===== config.mk =====
export PLATFORM = sky130hd
export DESIGN_NAME = uart_tx_fifo
export DESIGN_NICKNAME = d
export VERILOG_FILES = /design/src/rtl/uart_tx_fifo.sv
export SDC_FILE = /design/constraint.sdc
export NUM_CORES = 1
export LEC_CHECK = 0
export CORE_ASPECT_RATIO = 1.5
export CORE_MARGIN = 3
export CORE_UTILIZATION = 57
export DETAILED_ROUTE_END_ITERATION = 8
export PLACE_DENSITY = 0.79
export REMOVE_ABC_BUFFERS = 1
export SETUP_SLACK_MARGIN = 0.5
export SYNTH_ARGS = -nofsm -noshare
export SYNTH_HDL_FRONTEND = slang
export SYNTH_SLANG_ARGS = --single-unit
export TNS_END_PERCENT = 50

===== constraint.sdc =====
create_clock -name Clock -period 2.86 [get_ports Clock]
set_clock_uncertainty 0.15 [all_clocks]
set_input_delay 0.286 -clock Clock [delete_from_list [all_inputs] [get_ports Clock]]
set_output_delay 0.286 -clock Clock [all_outputs]
set_load 0.05 [all_outputs]

===== src/rtl/uart_tx_fifo.sv =====
// Byte FIFO between a producer and a UART transmitter. First-word fall-through
// head output, sticky overflow flag, synchronous active-high reset.
module uart_tx_fifo #(
  parameter int unsigned Depth = 8,
  parameter int unsigned Width = 8
) (
  input  logic                     Clock,
  input  logic                     Reset,
  input  logic [Width-1:0]         WrData,
  input  logic                     WrValid,
  output logic                     WrReady,
  output logic [Width-1:0]         RdData,
  output logic                     RdValid,
  input  logic                     RdReady,
  output logic [$clog2(Depth):0]   Count,
  output logic                     Overflow,
  input  logic                     ClearOverflow
);

  localparam int unsigned PtrW = $clog2(Depth);
  localparam int unsigned CntW = PtrW + 1;
  localparam logic [CntW-1:0] FullCount = CntW'(Depth);

  logic [Width-1:0] mem [Depth];
  logic [PtrW-1:0]  wrPtr;
  logic [PtrW-1:0]  rdPtr;
  logic [CntW-1:0]  count;
  logic             overflow;
  logic             wrEn;
  logic             rdEn;

  // Ready/valid derive only from registered occupancy, so a full FIFO drops a
  // write even when a read frees a slot in the same cycle.
  always_comb begin
    WrReady  = (count != FullCount);
    RdValid  = (count != '0);
    RdData   = mem[rdPtr];
    Count    = count;
    Overflow = overflow;
    wrEn     = WrValid && WrReady;
    rdEn     = RdValid && RdReady;
  end

  // Storage is not reset; writes are suppressed while Reset is high.
  always_ff @(posedge Clock) begin
    if (!Reset && wrEn) begin
      mem[wrPtr] <= WrData;
    end
  end

  always_ff @(posedge Clock) begin
    if (Reset) begin
      wrPtr    <= '0;
      rdPtr    <= '0;
      count    <= '0;
      overflow <= 1'b0;
    end else begin
      if (wrEn) begin
        wrPtr <= wrPtr + PtrW'(1);
      end
      if (rdEn) begin
        rdPtr <= rdPtr + PtrW'(1);
      end
      case ({wrEn, rdEn})
        2'b10:   count <= count + CntW'(1);
        2'b01:   count <= count - CntW'(1);
        default: count <= count;
      endcase
      if (WrValid && !WrReady) begin
        overflow <= 1'b1;
      end else if (ClearOverflow) begin
        overflow <= 1'b0;
      end
    end
  end

endmodule

---- After elaboration in Yosys (flattened, before gate mapping) ----
Memory sizes are Yosys's and may differ from the RTL's. A register that Yosys moved wholly into a read port is not among the register bits.
Index checks and enable logic that the tools add are counted.
Widths: inputs -> output; s select.
storage, ports and cells
  register bits after elaboration ......... 11
  bits in writable memories ............... 64
  input port bits ......................... 13
  output and inout port bits .............. 15
  logic and storage cells ................. 28
  memories ................................ 1
memories
  memory  words  width  rd ports  clocked after memory_dff  write ports  RTL line  text
  mem     8      8      1         1                         1            24        logic [Width-1:0] mem [Depth];
operators by class
  $add $sub $neg .......................... 4
  eq/ne operators ......................... 3
  mux-type cells .......................... 7
  reduce and logical (&&, ||, !) cells .... 9
operators with widths
  operator             count
  $pmux 4 s2           1
  $add 3x1->3 const B  2
  $mux 3               2
  $add 4x1->4 const B  1
  $logic_and 1x1->1    4
  $mux 1               4
  $ne 4x4->1 const B   1
  $reduce_bool 2->1    2
  $reduce_bool 4->1    1
  $sub 4x1->4 const B  1
  $eq 2x1->1 const B   1
  $eq 2x2->1 const B   1
  $logic_not 1->1      2

---- Logic depth before layout (Yosys ltp) ----
  depth after elaboration ................. 5
  depth in mapped cells ................... 10
  gate-level depth less buffers ........... 10

---- Least setup slack after synthesis ----
Ideal clock, no wire load.
  path kind ............................... reg2reg
  from .................................... reg count[1], in the netlist Count[1]
  to ...................................... reg count[2], in the netlist Count[2]
  library setup time ...................... 0.070 ns
  arrival ................................. 2.684 ns
  data required time ...................... 2.640 ns
  setup slack ............................. -0.044 ns
  cell stages (with the launch flop) ...... 11
  buffers on the path ..................... 0
  clock period less this slack ............ 2.904 ns
  cells stage by stage .................... dfxtp_1 -> or4_4 -> nand2_1 -> inv_1 -> ha_1 -> xor2_1 -> ha_1 -> a21oi_1 -> xor2_1 -> or3_1 -> a21oi_1
between the ends
  word-level cells in the longest chain between the ends .. 4
  elaborated cells on any way between the ends .. 10
  classes of those cells .................. 2 x add/sub; 3 x eq/ne; 1 x mux; 4 x reduce/logical
RTL lines
  what                                                    RTL line  text
  start, declared                                         27        logic [CntW-1:0] count;
  start signal, assigned                                  65        2'b10: count <= count + CntW'(1);
  start signal, assigned                                  66        2'b01: count <= count - CntW'(1);
  start signal, assigned                                  67        default: count <= count;
  $reduce_bool 4->1 *                                     36        RdValid = (count != '0);
  net RdValid                                             13        output logic RdValid,
  $logic_and 1x1->1 *                                     41        rdEn = RdValid && RdReady;
  net rdEn                                                30        logic rdEn;
  $eq 2x1->1 / $eq 2x2->1 (equally long branches)         64        case ({wrEn, rdEn})
  $pmux 4 s2 / $reduce_bool 2->1 (equally long branches)  n/a
The timed path passes the listed nets; every way through them passes the cells marked *.
A chain may end at the register's enable or synchronous reset.

---- Worst setup path after layout ----
  from .................................... reg count[1], in the netlist Count[1]
  to ...................................... reg count[2], in the netlist Count[2]
between the ends
  word-level cells in the longest chain between the ends .. 4
  elaborated cells on any way between the ends .. 10
  classes of those cells .................. 2 x add/sub; 3 x eq/ne; 1 x mux; 4 x reduce/logical
RTL lines
  what                                                    RTL line
  $ne 4x4->1 / $reduce_bool 4->1 (equally long branches)  35, 36
  $logic_and 1x1->1, on equally long branches             40, 41
  $eq 2x1->1 / $eq 2x2->1 (equally long branches)         64
  $pmux 4 s2 / $reduce_bool 2->1 (equally long branches)  n/a
Several ways; a longest one is shown, not always the timed one.

==> flow_metrics.tcl <==
set metrics [dict create \
    rrSetupSlack_ps 350 \
    drc_errors 0 \
    ys_seq_elements 78 \
    cp-end-kind "flip-flop" \
    vdd_drop_max_v 0.000793 \
    synth_edf_count 64 \
    place_inst 273 \
    synthXorXnorAreaFrac_pct 1.91 \
    cp_cell_sequence "or4b_4, nand2_8, ha_4, xor2_2, ha_2, a21oi_2, xor2_1, or3_1, a21oi_2" \
    grt_pass1_vias 1839 \
    grt_overflow 0 \
    finalMaxSlewViolations 0 \
    synth_top_family_by_area "multiplexers" \
    muxShareOfSynthArea_pct 16.5 \
    cts_tree "built" \
    cts_root_buf "clkbuf_8" \
    ys_types 33 \
    period_share_pct 87.7 \
    syn_avg_cell_area_um2 18.2 \
    yosys_warnings 0 \
    cts.htree.levels 3 \
    grt_max_degree 17 \
    critical_path_arrival_ps 2630 \
    die_area_um2 6570 \
    die_h_um 97.8 \
    clk_pin_slew_ps 70 \
    path_buf_inv 0 \
    ioPinCount 28 \
    cp_slowest_cell "or4b_4" \
    hold_ws_ps 351 \
    netlist.area_leader.share_pct 60.0 \
    cts_sinks 78 \
    antenna_found_initial 0 \
    grt_usage_pct 21.1 \
    setup_slack_ps 351 \
    power_density_nw_per_um2 868 \
    cp-start-kind "flip-flop" \
    fin_crit_ps 2510 \
    r2r_start "Count[1]" \
    hpwl_um 3860 \
    worst_path_largest_cell_delay_ps 590 \
    grt_first_pass_wirelength_um 9720 \
    n_antenna_cell 0 \
    wl_um 6250 \
    synthArstFlopShare_pct 0 \
    syn2layout_area_growth_pct 21.8 \
    ys_seq_area_share_pct 68.8 \
    routedWlPerCell_um 21.0 \
    holdCritPathClass "reg2reg" \
    worst-r2r-cell-count 9 \
    synth-adder-area-share_pct 1.95 \
    synthSimpleGateAreaFrac_pct 6.95 \
    clkLatencyLatePin_ps 340 \
    cp.required_ps 2980 \
    vias 1740 \
    synth_compound_area_share_pct 1.64 \
    start_util_pct 60.6 \
    cp_top_family "simple AND/OR/NAND/NOR gates" \
    syn_inst 176 \
    finalSetupViolations 0 \
    synth_top_cell_by_area "edfxtp_1" \
    layout-drive-gt1-share_pct 30.4 \
    rows 32 \
    place_congestion 0.688 \
    grt_setup_unrepaired "true" \
    netlist_area_um2 3200 \
    nets 243 \
    relSlewSlack_pct 65.2 \
    critical_path.endpoint "Count[2]" \
    fmax_ghz 0.399 \
    drt_pre_antenna_iters 7 \
    crit_top_cell "a21oi_2" \
    p_leak_nw 1.35 \
    dp_slack_ps 71.0 \
    synth.most_common_cell "edfxtp_1" \
    cts_buffers 9 \
    r2r_end "Count[2]" \
    antenna_left 0 \
    synthTopCellsByCount "edfxtp_1 (64), mux4_1 (15), nor2_1 (15)" \
    critPathKind "reg2reg" \
    hold_viol 0 \
    worstPathMaxFanout 8 \
    clock_path_buffers 2 \
    final_cells 298 \
    numPortBuffers 27 \
    synthTopCellsByArea "edfxtp_1 (60%), mux4_1 (12%), dfxtp_1 (8.8%), mux2_2 (3.2%), ha_1 (2.0%)" \
    synth_ff_type "edfxtp_1" \
    drt_iter0_markers 85 \
    maxCapViolCount 0 \
    die_w_um 67.2 \
    outcome "completed" \
    worst_pin_slew_ps 520 \
    drt-vias-per-instance 5.84 \
    path_depth 9 \
    startpoint "Count[1]" \
    core_um2 5290 \
]
[layout by cell type (no fill, tap or decap), types with 4 or more instances in the layout]
cell	instances
a21oi_2	4
buf_4	22
clkbuf_8	9
clkdlybuf4s50_1	17
dfxtp_1	8
edfxtp_1	64
mux2_2	8
mux4_1	15
nand2_1	4
nand3_1	5
nor2_1	15
xor2_1	6
[stage by stage]
step | TNS, ps | util [%] | power [mW] | area (um^2)
6_report | 0 | 73.8 | 3.39 | 3900
5_1_grt | 0 | 73.8 | 3.54 | 3900
4_1_cts | 0 | 72.8 | 3.30 | 3850
3_5_place_dp | 0 | 67.2 | 2.49 | 3550
3_3_place_gp | 0 | 67.2 | 2.44 | 3550
2_1_floorplan | -3240 | - | 2.18 | 3140
[cell families after synthesis]
group | after synthesis
XOR/XNOR | 7
AO/OA/AOI/OAI | 9
flip-flops | 78
multiplexers | 26
AND/OR/NAND/NOR | 40
adder cells (fa/ha/maj) | 5
buffers and inverters | 11
[tightest hold or removal path, cell delays in order (launching register included)]
cell and delay [ps]:
dfxtp_1 330, nand2_1 60, a21oi_1 70
[worst min path at each step]
stage               startpoint         to  cells past startpoint
finish                rdPtr[1]  flip-flop                      2
global route          rdPtr[1]  flip-flop                      2
CTS                   rdPtr[1]  flip-flop                      2
detailed placement    rdPtr[1]  flip-flop                      2
global placement      rdPtr[1]   rdPtr[1]                      2
floorplan                Reset   wrPtr[1]                      1
[power by group]
| part | leakage [nW] | internal [mW] | switching (mW) |
|---|---|---|---|
| Combinational | 0.573 | 0.594 | 0.705 |
| Clock | 0.0841 | 0.313 | 0.361 |
| Sequential | 0.696 | 1.32 | 0.0899 |
| Total | 1.35 | 2.23 | 1.16 |
[sequential cells by signal (all words and copies together) (netlist names), named ones only]
signal	cells
wrPtr	3
Overflow	1
rdPtr	3
mem	64
Count	4
[final cells by class]
class	instances	area, um^2
clock inverters	4	23.8
inverters	3	13.8
flip-flops and latches	78	2220
multi-input cells	87	995
fillers	320	1380
repair buffers	46	432
clock buffers	12	135
well taps	68	85.1
[metal layers]
| layer | GRT usage, % | share of wire (%) |
|---|---|---|
| met4 | 7.03 | 2.1 |
| met2 | 36.8 | 57 |
| met3 | 5.98 | 4.7 |
| met5 | 0 | 0 |
| met1 | 24.1 | 36 |
[timing repair]
item                                    4_1_cts  5_1_grt
pin swaps                                     9        3
hold buffers                                  0        0
endpoints found under the setup margin       13       10
buffers inserted                              7        1
gates resized for setup                      25        8
gates cloned                                  0        1
No activity file was read; power rests on OpenSTA's default activity.
